## src/rtl/ram_arbiter_pkg.sv

```systemverilog
// rtl/ram_arbiter_pkg.sv - shared encodings for the data RAM arbiter
package ram_arbiter_pkg;

  localparam int REG_BUS = 32;

  typedef enum logic [1:0] {
    ArbIdle   = 2'b00,
    ArbAccess = 2'b01,
    ArbResp   = 2'b10
  } arb_state_e;

  localparam logic MASTER0 = 1'b0;
  localparam logic MASTER1 = 1'b1;

endpackage

```

## src/rtl/rr_pick2.sv

```systemverilog
// rtl/rr_pick2.sv - two-request round-robin selector with last-grant memory
module rr_pick2
  import ram_arbiter_pkg::*;
(
  input  logic clk,
  input  logic rst,
  input  logic i_req0,
  input  logic i_req1,
  input  logic i_update,
  output logic o_valid,
  output logic o_grant
);

  logic r_last;

  // On a tie the master that was not granted last wins; otherwise the sole requester.
  always_comb begin
    o_valid = i_req0 | i_req1;
    o_grant = MASTER1;
    if (i_req0 && i_req1) begin
      o_grant = ~r_last;
    end else if (i_req0) begin
      o_grant = MASTER0;
    end
  end

  // Remember the most recent grant; starts at master 1 so master 0 wins the first tie.
  always_ff @(posedge clk) begin
    if (rst) begin
      r_last <= MASTER1;
    end else if (i_update && o_valid) begin
      r_last <= o_grant;
    end
  end

endmodule

```

## src/rtl/ram_arbiter.sv

```systemverilog
// rtl/ram_arbiter.sv - two-master sequencer onto a single-port synchronous RAM
module ram_arbiter
  import ram_arbiter_pkg::*;
#(
  parameter int AW = REG_BUS,
  parameter int DW = REG_BUS
) (
  input  logic          clk,
  input  logic          rst,
  input  logic          m0_req,
  input  logic          m0_we,
  input  logic [AW-1:0] m0_addr,
  input  logic [DW-1:0] m0_wdata,
  input  logic [3:0]    m0_sel,
  output logic          m0_ack,
  output logic [DW-1:0] m0_rdata,
  output logic          m0_stall,
  input  logic          m1_req,
  input  logic          m1_we,
  input  logic [AW-1:0] m1_addr,
  input  logic [DW-1:0] m1_wdata,
  input  logic [3:0]    m1_sel,
  output logic          m1_ack,
  output logic [DW-1:0] m1_rdata,
  output logic          ram_ce_o,
  output logic          ram_we_o,
  output logic [AW-1:0] ram_addr_o,
  output logic [DW-1:0] ram_data_o,
  output logic [3:0]    ram_sel_o,
  input  logic [DW-1:0] ram_data_i
);

  arb_state_e    r_state;
  arb_state_e    w_next;
  logic          r_id;
  logic          r_we;
  logic [AW-1:0] r_addr;
  logic [DW-1:0] r_wdata;
  logic [3:0]    r_sel;

  logic w_resp;
  logic w_req0;
  logic w_req1;
  logic w_valid;
  logic w_grant;
  logic w_capture;

  // The master being acknowledged cannot win again in its own response cycle.
  assign w_resp    = (r_state == ArbResp);
  assign w_req0    = m0_req & ~(w_resp & (r_id == MASTER0));
  assign w_req1    = m1_req & ~(w_resp & (r_id == MASTER1));
  assign w_capture = ~rst & w_valid & ((r_state == ArbIdle) | w_resp);

  rr_pick2 u_pick (
    .clk      (clk),
    .rst      (rst),
    .i_req0   (w_req0),
    .i_req1   (w_req1),
    .i_update (w_capture),
    .o_valid  (w_valid),
    .o_grant  (w_grant)
  );

  // State register; reset always returns to idle, abandoning any access in flight.
  always_ff @(posedge clk) begin
    if (rst) begin
      r_state <= ArbIdle;
    end else begin
      r_state <= w_next;
    end
  end

  // Latch the winner's request so later changes on its bus have no effect.
  always_ff @(posedge clk) begin
    if (rst) begin
      r_id    <= MASTER0;
      r_we    <= 1'b0;
      r_addr  <= '0;
      r_wdata <= '0;
      r_sel   <= '0;
    end else if (w_capture) begin
      r_id    <= w_grant;
      r_we    <= (w_grant == MASTER0) ? m0_we    : m1_we;
      r_addr  <= (w_grant == MASTER0) ? m0_addr  : m1_addr;
      r_wdata <= (w_grant == MASTER0) ? m0_wdata : m1_wdata;
      r_sel   <= (w_grant == MASTER0) ? m0_sel   : m1_sel;
    end
  end

  // Next state plus RAM strobes and acks; everything is forced low while reset is high.
  always_comb begin
    w_next     = r_state;
    ram_ce_o   = 1'b0;
    ram_we_o   = 1'b0;
    ram_addr_o = '0;
    ram_data_o = '0;
    ram_sel_o  = '0;
    m0_ack     = 1'b0;
    m1_ack     = 1'b0;
    m0_rdata   = '0;
    m1_rdata   = '0;
    case (r_state)
      ArbIdle: begin
        if (w_valid) w_next = ArbAccess;
      end
      ArbAccess: begin
        w_next     = ArbResp;
        ram_ce_o   = ~rst;
        ram_we_o   = ~rst & r_we;
        ram_addr_o = rst ? '0 : r_addr;
        ram_data_o = rst ? '0 : r_wdata;
        ram_sel_o  = rst ? '0 : r_sel;
      end
      ArbResp: begin
        w_next = w_valid ? ArbAccess : ArbIdle;
        m0_ack = ~rst & (r_id == MASTER0);
        m1_ack = ~rst & (r_id == MASTER1);
        if (!r_we) begin
          m0_rdata = m0_ack ? ram_data_i : '0;
          m1_rdata = m1_ack ? ram_data_i : '0;
        end
      end
      default: w_next = ArbIdle;
    endcase
  end

  assign m0_stall = m0_req & ~m0_ack;

endmodule

```

## config.mk

```make
export PLATFORM = sky130hd
export DESIGN_NAME = ram_arbiter
export DESIGN_NICKNAME = d
export VERILOG_FILES = /design/src/rtl/ram_arbiter_pkg.sv /design/src/rtl/rr_pick2.sv /design/src/rtl/ram_arbiter.sv
export SDC_FILE = /design/constraint.sdc
export NUM_CORES = 1
export LEC_CHECK = 0
export ABC_AREA = 1
export BUFFER_PORTS_ARGS = -buffer_cell sky130_fd_sc_hd__buf_2
export CAP_MARGIN = 25
export CORE_AREA = 2 2 121 123
export CTS_CLUSTER_DIAMETER = 150
export DETAILED_ROUTE_END_ITERATION = 10
export DIE_AREA = 0 0 123 125
export GPL_ROUTABILITY_DRIVEN = 0
export PLACE_DENSITY_LB_ADDON = 0.2
export SYNTH_ARGS = -nofsm -noshare
export SYNTH_HDL_FRONTEND = slang
export SYNTH_SLANG_ARGS = --single-unit
```

## constraint.sdc

```tcl
create_clock -name clk -period 1.8 [get_ports clk]
set_input_delay 0.09 -clock clk [delete_from_list [all_inputs] [get_ports clk]]
set_output_delay 0.09 -clock clk [all_outputs]
set_load 0.01 [all_outputs]
```

==> results.txt, run 1 <==
For this design the top-level I/O count stands at 311. The number of warnings reported in the yosys synthesis log came out at 0. The pin count of the biggest net entering global routing is 64. The critical path goes through inv_2 > nand3_2 > nor2_4 > inv_2 > buf_6 > nor3_1 > buf_2. The clock arrives with 0.00962 ns of skew. The final setup violation count is 0. The number of enable flip-flop cells after synthesis came out at 0.

TritonCTS built the clock tree. The endpoint identified for the worst register-to-register timing path is r_wdata[20]$_SDFFE_PP0P_. The via count of the first global-routing pass is 5130. In this run the vertical extent of the chip is 125 um. The cell accounting for the most synthesized area is dfxtp_1. The routed via count came out at roughly 5600.

The shortest period the worst path allows is between 1.5 and 2 ns. met2 is the most crowded layer. The area of the die came out at 15400 sq um. The area used by multi-input combinational logic is around 2000 sq um. Detailed placement finished with a half-perimeter wire length of between 10 and 15 mm.

The clock latency on the worst-skew pair came out at about 0.33 ns. Global routing used 37.5% of the available met2 tracks. The number of cells traversed by the worst hold path came out at 3. The startpoint identified for the worst register-to-register timing path is r_state[0]$_SDFFE_PP0P_. The final-layout fill cell count came out at 1517. The sink count of the clock tree is 73. For this run, the leading register cell type out of synthesis is dfxtp_1. The power density relative to cell area is 720 nW/um^2. For this run, the post-layout net count is 1197. The total detailed-routing wirelength is 16.1 mm. The wire length per cell after detailed routing came out at 13.3 um.

The run finished with clean final reports. The depth of the worst register-to-register path is 9. The proportion of layout cells with a drive suffix above 1 came out at between 30% and 40%.

The largest fanout of any net on the critical path came out at 25. The delay contributed by the slowest stage of the critical path came out at 0.34 ns. The worst setup path is launched from a flop.

The area of the core region came out at 14200 sq um. For this run, global-route usage on met3 was measured as 4.84%. The static leakage power is 3.72 nW. The critical path endpoint category is an output pin. Data arrives at the worst endpoint at 1.60 ns. The maximum buffer depth of the clock tree is 2. The instance area at placement is a little under 6000 sq um. In the routed design, unresolved DRC markers number 0.

TritonCTS created 9 clock buffers. The pre-CTS setup slack is 0.277 ns. The fraction of post-synthesis cell area in the top cell type by area is between 30% and 40%. The DRC marker count from the first detailed-route iteration is 218. Buffers placed on the I/O ports in this run total 310. After synthesis, the cell types taking the most area are dfxtp_1 (35%), nand2_1 (13%), inv_1 (12%).

The count of pins over their slew limit is 0. The register area share after synthesis came out at roughly a third. The initial standard-cell utilization of the core is between 20 and 30%. The path with the worst hold slack has its endpoint at r_wdata[24]$_SDFFE_PP0P_. The post-layout instance area is 6820 sq um. The worst-path cell with the longest stage delay is dfxtp_1. The smallest setup slack after layout is 0.106 ns. The number of routed nets with antenna violations came out at 0. The via-per-instance ratio is about 4.6. For the pin with the worst max-slew slack, the measured transition is between 0.6 and 0.7 ns. The floorplan has 44 rows. The area added between synthesis and finish is 62.1%.

The synthesized flop and latch total is 73. The first global-routing pass estimated 24.1 mm of wire. The setup slack of the worst register-to-register path is approximately 0.24 ns. The peak supply drop came out at 0.405 mV. The horizontal die dimension is 123 um. The number of antenna violations at the first check in global routing is 2. The number of optimization iterations in the first detailed-route pass is 6. The post-CTS setup buffer count came out at 0. The level count of the clock H-tree is 3. The met1 track demand over resource in global routing came out at approximately a fifth. The number of distinct library cells after synthesis came out at 20. Max-cap violations in this run came to 0. Global routing consumed, over all layers together, 19.8% of the routing resources. The post-synthesis net count is 866.

The remaining max-slew budget at the tightest pin came out at 58.7%. In this design, the critical path's most frequently occurring cell is inv_2. Clock tree synthesis selected as its root buffer the cell clkbuf_16. The post-synthesis async set-or-reset flop share came out at 0%. The cell count after synthesis came out at 692.

In this run the cell area of the synthesized design comes to 4210 sq um. Setup repair after global routing could not meet its margin everywhere. The post-CTS clock slew at the launch and capture registers of the worst setup and hold paths came out at 0.06 ns. The synthesized area per cell is approximately 6.1 sq um. The final-report hold violation count came out at 0. The hold path startpoint is m1_wdata[24].

The critical path class is flop to output pin. The leftover overflow at the end of global routing came out at 0. The area taken by flip-flops and latches came out at 1460 sq um. The maximum clock frequency is 590 MHz. The class of the worst hold path is primary input to flop. The final period utilization came out at 94.1%. The required time reported for the critical path endpoint is 1.71 ns.
## power by group
group	total [W]	internal, W	switching (W)
sequential	0.00188	0.00179	0.0000892
clock	0.00199	0.00129	0.000694
combinational	0.00104	0.000453	0.000587
total	0.00491	0.00354	0.00137
## cells in the final DEF (no fill, tap or decap), types with 2 or more instances in the layout
cell             n
buf_2          310
nand3_1         48
buf_12           7
bufinv_16        2
o21ai_0         23
nor3_2           8
nand2_1        142
o21ai_1         21
nand3_2          3
nor2_4           3
nand4_1         47
inv_2            4
clkbuf_8         2
nor2_1          71
buf_4            8
a21oi_1          2
nand2_2          4
inv_1          131
dfxtp_1         72
buf_6            2
dlygate4sd3_1   47
clkbuf_16        9
nor3_1          56
## cell families (layout without fill, tap and decap cells)
| family | count (synthesis) | in the layout | synth area share, % |
|---|---|---|---|
| compound gates | 47 | 47 | 5.59 |
| buf+inv | 189 | 525 | 18.6 |
| simple gates | 383 | 383 | 41.1 |
| flops | 73 | 73 | 34.8 |
| other cells | 0 | 1 | 0 |
## synth_stat cells, types with 5 or more instances
master    count
o21ai_1      21
nand2_1     143
o21ai_0      23
nor2_1       73
dfxtp_1      73
buf_2        19
buf_4         5
clkbuf_1     25
nand4_1      47
inv_1       132
nor3_1       64
nand3_1      48
## sequential cells by signal, indices dropped and copies added (netlist names)
| register | cells |
|---|---|
| r_wdata | 32 |
| r_sel | 4 |
| r_state | 2 |
| r_addr | 32 |
| u_pick.r_last | 1 |
| r_we | 1 |
| r_id | 1 |
## how the worst max path moves through the flow
stage	cells past startpoint	slack, ns	from	endpoint
final	7	0.11	r_state[0]$_SDFFE_PP0P_	m1_rdata[3]
after global routing	7	-0.03	r_state[0]$_SDFFE_PP0P_	m0_rdata[13]
after detailed placement	7	0.28	r_state[0]$_SDFFE_PP0P_	m1_rdata[3]
after floorplan	6	0.39	r_state[0]$_SDFFE_PP0P_	m0_rdata[0]
after CTS	7	0.04	r_state[0]$_SDFFE_PP0P_	m0_rdata[31]
after global placement	7	0.28	r_state[0]$_SDFFE_PP0P_	m1_rdata[23]
## final cells by class
class / instances / share of cell area [%]
Antenna cell: 1 / 0.0367
Clock inverter: 4 / 1.08
Clock buffer: 12 / 3.76
Timing Repair Buffer: 374 / 32.9
Tap cell: 184 / 3.38
Inverter: 135 / 7.43
Sequential cell: 73 / 21.5
Multi-Input combinational cell: 430 / 29.9
## worst max-delay path: cells and delay by family, from the launching register on
family	cells	cell delay, ns
buffers and inverters	4	0.54
and+or+nand+nor	3	0.38
DFF	1	0.34
## what timing repair did
action | CTS | global route
hold buffers | 47 | 0
hold endpoints to repair | 47 | 0
gates resized for setup | 4 | 11
pin swaps | 0 | 0
endpoints found under the setup margin | 27 | 55
## layer usage
layer / up-vias / share of wire (%)
met5: - / 0.062
met4: 2 / 2.1
met3: 28 / 8.1
met2: 236 / 51
met1: 2481 / 38
li1: 2819 / -
## stage by stage
step	std cells	TNS (ns)	power, W	hold WS [ns]	utilization, %
6_report	1213	0	0.00491	0.0168	48.0
5_1_grt	1213	-0.203	0.00515	0.0210	48.0
4_1_cts	1212	0	0.00496	0.0111	47.6
3_5_place_dp	1149	0	0.00287	0.293	41.9
3_3_place_gp	1149	0	0.00286	0.288	41.9
2_1_floorplan	692	0	0.00245	0.203	-
Power figures use the tool's default switching activity.
==> inputs of run 2 (changes only) <==
Settings changed: SETUP_SLACK_MARGIN set to 0.3.
==> run 2 against run 1 <==
Against the previous run: combinational power rose by 23%; global-route usage rose by 0.32 points; setup slack improved by 0.075 ns; first-iteration DRC count increased by 7.3%; highest routed layer unchanged; largest power group unchanged; fmax rose by 4.6%; design area up 10%; critical path depth did not move; clock power is essentially flat; sequential share of layout area fell by 1.9 points; sequential power is essentially flat; non-clock buffer count grew 24; final cell count grew 2.0%.
==> results.txt, run 2 (synthesized netlist as in run 1, its figures left out) <==
The run finished with clean final reports. In this run the clock root is driven by a clkbuf_16. Dividing the detail-routed wire length by the instance count gives 15.0 um.

The static leakage power came out at 4.01 nW. The power density relative to cell area came out at 687 nW/um^2. The area added between synthesis and finish came out at 78.5%. The sink count of the clock tree came out at 73.

The final period utilization came out at 90.0%. The number of routed nets with antenna violations is 0. The shortest period the worst path allows is 1.62 ns.

The final-layout fill cell count came out at between 1000 and 1500. Data on the critical path is required at its endpoint by ~1.7 ns. The placement row count is 44. The worst hold path belongs to the class primary input to flop. The number of buffers created by CTS is 9.

TritonCTS built the clock tree. Across all setup checks in the final design, the least slack found is 0.181 ns. The leftover overflow at the end of global routing came out at 0. At the pin with the least slew margin, the transition time is 0.416 ns. The total detailed-routing wirelength is about 19 mm. The maximum buffer depth of the clock tree is 2. The maximum clock frequency is 618 MHz. The initial standard-cell utilization of the core came out at between 20% and 30%. The pre-CTS setup slack is 0.277 ns.

The largest fanout of any net on the critical path came out at 12. The pin count of the biggest net entering global routing came out at between 60 and 70. The number of antenna violations at the first check in global routing came out at 2.

In the final timing run, aggregate negative setup slack is 0 ns. Detailed routing inserted a total of 5822 vias. The proportion of layout cells with a drive suffix above 1 came out at 41.3%. The setup slack of the worst register-to-register path came out at 0.27 ns. The count of pins over their slew limit is 0. Using the TritonRoute via totals, the vias-per-cell ratio works out to 4.71. The global router's overall resource usage is 20.1%.

The DRC marker count from the first detailed-route iteration is 234. The startpoint type of the worst setup path is a flop. The H-tree was split into 3 levels.

The first-pass GRT wire length came out at 24.5 mm. After clock tree synthesis, the clock-pin slew on the worst setup and hold paths is 0.06 ns. The horizontal die dimension came out at 123 um.

The final-report hold violation count is 0. The I/O pin count came out at 311. The depth of the worst register-to-register path is 8. The area of the die came out at 15400 sq um. During placement, the flow inserted port buffers numbering 310. VDD sags by at most between 0.4 and 0.5 mV. The first detailed-routing pass took 7 iterations. The worst hold path terminates at r_wdata[24]$_SDFFE_PP0P_.

Setup repair after global routing could not meet its margin everywhere. The reg-to-reg endpoint is r_wdata[2]$_SDFFE_PP0P_. Detailed placement finished with a half-perimeter wire length of 11.7 mm. The number of nets in the layout is 1221. The beginning of the worst register-to-register path is r_state[0]$_SDFFE_PP0P_. The critical path class is flop to output pin. The area of the core region came out at 14200 sq um.

Data on the critical path arrives at its endpoint at 1.53 ns. The hold path startpoint is m1_wdata[24]. The critical path endpoint category is an output pin. The worst clock skew is 0.0111 ns. The most common library cell in the layout ignoring fill and taps is buf_2. The final setup violation count came out at 0.

The clock latency on the worst-skew pair is 0.34 ns. The largest registers in the layout are r_addr: 32 flops, r_wdata: 32 flops, r_sel: 4 flops. The max capacitance violation total came out at 0.

The via count of the first global-routing pass is 5196. Headroom to the max-slew limit came out at 72.3%. The die is 125 um tall. The number of cells traversed by the worst hold path came out at 3.

After detailed routing, the number of remaining DRC violations is 0. In the layout the commonest cells are buf_2 (310), nand2_1 (141), inv_1 (128), dfxtp_1 (69), nor2_1 (61).
==> run 2: changes by cell type in the layout (fill, tap and decap cells not counted), sizes merged <==
| cell | before | now |
|---|---|---|
| buf | 327 | 341 |
| clkbuf | 12 | 22 |
==> run 2: metrics by stage <==
stage	total power [W]	hold slack (ns)	cells	utilization [%]	cell area [sq um]
global route	0.00539	0.0211	1237	52.9	7510
floorplan	0.00245	0.203	692	-	4210
CTS	0.00499	0.0111	1216	48.7	6910
finish	0.00516	0.0160	1237	52.9	7510
detailed placement	0.00287	0.293	1149	41.9	5950
global placement	0.00286	0.288	1149	41.9	5950
==> run 2: metal layers <==
layer | routed length (um) | GRT usage, %
met4 | 335 | 6.95
met5 | 10 | 0
met3 | 1390 | 4.84
met1 | 6940 | 21.0
met2 | 9930 | 38.4
==> run 2: worst max-delay path, cell delays in order (launching register included) <==
cell	delay [ns]
dfxtp_4	0.36
inv_6	0.07
nand3_4	0.08
nor2_4	0.13
inv_4	0.09
clkbuf_16	0.19
nor3_2	0.12
buf_2	0.15
==> run 2: worst max path at each step <==
stage                                       start      endpoint  cells after the start
after CTS                 r_state[0]$_SDFFE_PP0P_   m1_rdata[8]                      7
after floorplan           r_state[0]$_SDFFE_PP0P_   m0_rdata[0]                      6
after global placement    r_state[0]$_SDFFE_PP0P_  m1_rdata[23]                      7
after detailed placement  r_state[0]$_SDFFE_PP0P_   m1_rdata[3]                      7
after global routing            r_id$_SDFFE_PP0P_  m0_rdata[13]                      7
final                     r_state[0]$_SDFFE_PP0P_   m1_rdata[0]                      7
==> run 2: report_power, final <==
| group | internal, W | switching [W] | total (W) |
|---|---|---|---|
| Sequential | 0.00179 | 0.0000939 | 0.00188 |
| Clock | 0.00129 | 0.000703 | 0.00200 |
| Combinational | 0.000585 | 0.000694 | 0.00128 |
| Total | 0.00367 | 0.00149 | 0.00516 |
==> run 2: area by class of cell <==
cell class	instances	area (sq um)	share of cell area (%)
timing repair buffer	398	2710	36.0
multi-input combinational	430	2240	29.9
sequential	73	1470	19.6
inverter	135	524	6.98
clock buffer	12	256	3.42
tap	184	230	3.07
clock inverter	4	73.8	0.983
antenna	1	2.50	0.0333
==> run 2: what timing repair did <==
item,CTS,global route
hold buffers,47,0
pin swaps,2,4
endpoints found under the setup margin,151,199
resized for setup,33,60
buffers inserted,3,6
hold endpoints to repair,47,0
gates cloned,1,14
==> inputs of run 3 (changes only) <==
Settings changed: ABC_AREA 1 to 0.
==> run 3 against run 2 <==
Against the previous run: via count shrank 21%; hold slack lost 0.00093 ns; design area grew 2.9%; final cell count shrank 22%; routed wire length shrank 11%; synthesized cell count shrank 37%; setup slack lost 0.13 ns; combinational power grew 14%; synthesized area shrank 0.45%; largest power group unchanged.
==> results.txt, run 3 <==
The flow ran to the end, and the final reports show no timing, DRC or antenna violations. The wire length per cell after detailed routing came out at 17.2 um. The power dissipated by switching net loads is around 0.0015 W. Setup repair after global routing could not meet its margin everywhere. The end point of the critical path is ram_addr_o[21]. The count of pins over their slew limit is 0. The leftover overflow at the end of global routing is 0. The class of the worst hold path is primary input to flop.

Relative to the synthesized area, the layout overhead comes to 84.5%. Ranked by total cell area, the synthesized netlist is headed by dfxtp_1 (35%), mux2i_1 (16%), and2_1 (10%). The transition time at the pin with the least slew margin is ~0.38 ns. In this run, synthesis inferred 0 flip-flops with an integrated enable. The synthesized flop and latch total came out at 73. Buffers inserted during clock tree synthesis total 9. Along the worst path, the maximum fanout reaches 10. Of the synthesized area, sequential elements account for 34.9%. STA classifies the critical path endpoint as an output pin. The area of the core region is 14200 sq um. The beginning of the worst register-to-register path is r_id$_SDFFE_PP0P_. The post-CTS clock slew at the launch and capture registers of the worst setup and hold paths came out at 0.06 ns. The number of nets handed over by synthesis was 612.

The setup slack of the worst register-to-register path came out at 0.06 ns. Excluding fillers, the count of instances in the completed layout stands at about 960. The worst path uses 97.0% of the clock period. The most instantiated library cell after synthesis is dfxtp_1. The final setup violation count came out at 0.

The startpoint type of the worst setup path is a flop. The commonest cells after synthesis are dfxtp_1 (73), and2_1 (70), mux2i_1 (69). The proportion of layout cells with a drive suffix above 1 came out at 61.9%. The critical path class is flop to output pin. The number of warnings reported in the yosys synthesis log came out at 0. The pin count of the biggest net entering global routing came out at 45. For the worst setup path, the data required time is roughly 1.7 ns.

The die span in y is approximately 130 um. The maximum clock frequency is 573 MHz. The sink count of the clock tree is 73. Of the total power, combinational logic draws 27.6%. The number of diodes came out at 0.

The worst-case IR drop observed on VDD is 0.336 mV. Leaving out fill and tap cells, the most frequent cell in the layout is buf_2. The overall power consumption is about 0.0053 W. Data on the critical path arrives at its endpoint at 1.66 ns. The static leakage power is 3.71 nW. The number of nets in the layout is 944. TritonCTS built the clock tree.

The clock group share of total power is 36.8%. The initial standard-cell utilization of the core is between 20 and 30%. The layer flagged by global routing as most heavily used is met2.

In the final layout, the registers with the most flip-flops are r_addr: 32 flops, r_wdata: 32 flops, r_sel: 4 flops. For this design the top-level I/O count stands at 311. After synthesis, the share of flip-flops with an asynchronous set or reset is 0%. The first-pass GRT wire length is between 20 and 25 mm.

For the final database, setup skew stands at about 0.0096 ns. The first routing iteration left 130 violations. The shortest period the worst path allows came out at approximately 1.7 ns. Leaving out fill and tap cells, the most frequent cells in the layout are buf_2 (262), dfxtp_1 (70), buf_6 (58), and2_1 (56), o2bb2ai_1 (50).

The most common flop cell mapped by yosys is dfxtp_1. The global router's overall resource usage is 16.7%. The area of the die is 15400 sq um.

The horizontal die dimension is 123 um. For the worst-skew pair, the clock arrives at the later sink with an insertion delay of around 0.33 ns. The power density relative to cell area is 684 nW/um^2. The launching instance or port of the critical path is r_state[1]$_SDFFE_PP0P_. In this run the deepest clock path goes through 2 buffers. Yosys mapped the design onto 27 distinct sky130hd cell types. Dividing the detail-routed via count by the number of cells gives roughly 4.8.

The reg-to-reg endpoint is r_wdata[10]$_SDFFE_PP0P_. The cell count after synthesis is around 440. The sum of net half-perimeters after detailed placement came out at 9.90 mm.

The root buffer cell chosen for the clock tree is clkbuf_16. The mapped netlist covers 4190 sq um. After synthesis, the largest area contributor takes up 34.9% of total cell area.

The H-tree was split into 3 levels. Counting cells, the worst reg-to-reg path comes to 7. The met3 capacity usage during global routing came out at 4.24%.

In this run the tool buffered the top-level ports with 310 buffer cells. The final hold slack is 0.0150 ns. The number of routed nets with antenna violations came out at 0.

Internal power comes to 0.00379 W. The max capacitance violation total is 0. The met1 track demand over resource in global routing came out at 18.0%. The routed via count came out at 4594. The number of optimization iterations in the first detailed-route pass came out at 4.

The number of antenna violations at the first check in global routing came out at 0. The total placed cells including tap cells is between 900 and 1000. In this run switching power makes up 28.4% of total power. Row generation in the floorplan step produced 44 rows. The synthesized area per cell came out at around 9.6 sq um. Per report_power, the sequential group accounts for approximately 36% of the total. Wires add up to 16.5 mm. The cell accounting for the most synthesized area is dfxtp_1. The final-report hold violation count is 0. The via count of the first global-routing pass came to 4292. The DRC violation count after routing is 0.

Global routing consumed, on the met2 layer, a little under a third of the routing resources. Headroom to the max-slew limit came out at 74.4%.
run 3: changes by cell type after synthesis, sizes merged, moves of 2 or more:
cell	change
and2	+70
mux2i	+69
inv	-130
nor3	-64
nand2	-145
o21ai	-44
nor3b	+2
o2bb2ai	+68
buf	-16
nor2	-6
a21oi	-3
nand2b	+33
nand4	-47
nand3	-50
run 3: worst max-delay path, cell delays in order, from the launching register on:
cell and delay [ns]:
dfxtp_2 0.33, buf_4 0.16, nor3b_4 0.23, buf_6 0.19, clkbuf_16 0.16, and2_1 0.13, buf_2 0.13
run 3: what timing repair did:
| action | 4_1_cts | 5_1_grt |
|---|---|---|
| pin swaps | 2 | 50 |
| endpoints found under the hold margin | 0 | 0 |
| buffers inserted | 5 | 10 |
| gates cloned | 1 | 19 |
| endpoints found under the setup margin | 205 | 207 |
| gates resized for setup | 16 | 203 |
| hold buffers | 0 | 0 |
run 3: routing by layer:
layer	vias up	wire length (um)
li1	2193	-
met1	2190	6690
met2	194	8530
met3	17	1070
met4	0	204
met5	-	0
run 3: through the flow:
stage	TNS (ns)	cell area [sq um]	worst slack, ns	utilization [%]
final	0	7730	0.0543	54.4
after global placement	0	5870	0.135	41.3
after detailed placement	0	5870	0.0779	41.3
after floorplan	0	4200	0.221	-
after global routing	-0.0231	7730	-0.00739	54.4
after CTS	0	6290	0.0769	44.3
run 3: logic make-up (layout without fill, tap and decap cells):
family	after synthesis	after routing	synth area share (%)
mux	69	69	16.5
compound gates	74	74	18.6
flops	73	73	34.9
simple gates	179	179	22.7
buf+inv	43	380	7.26
run 3: power by group through the flow:
stage                     clock network (W)  registers, W  logic, W
after floorplan                           0       0.00188  0.000654
after global placement                    0       0.00190  0.000963
after detailed placement                  0       0.00190  0.000989
after CTS                           0.00199       0.00187   0.00102
after global routing                0.00206       0.00190   0.00156
final                               0.00194       0.00188   0.00146
run 3: worst min-delay path by stage:
| stage | depth (start not counted) | from | to |
|---|---|---|---|
| after floorplan | 1 | rst | r_we$_SDFFE_PP0P_ |
| after global placement | 3 | m0_sel[2] | r_sel[2]$_SDFFE_PP0P_ |
| after detailed placement | 3 | m0_addr[18] | r_addr[18]$_SDFFE_PP0P_ |
| after CTS | 3 | m0_addr[17] | r_addr[17]$_SDFFE_PP0P_ |
| after global routing | 3 | m0_addr[17] | r_addr[17]$_SDFFE_PP0P_ |
| final | 3 | m0_addr[12] | r_addr[12]$_SDFFE_PP0P_ |
run 3: cell type report:
type | count | area (sq um)
clock buffers | 10 | 229
clock inverters | 6 | 90.1
fillers | 1232 | 6480
inverters | 4 | 20.0
multi-input cells | 322 | 2990
flip-flops and latches | 73 | 1470
well taps | 184 | 230
repair buffers | 360 | 2700
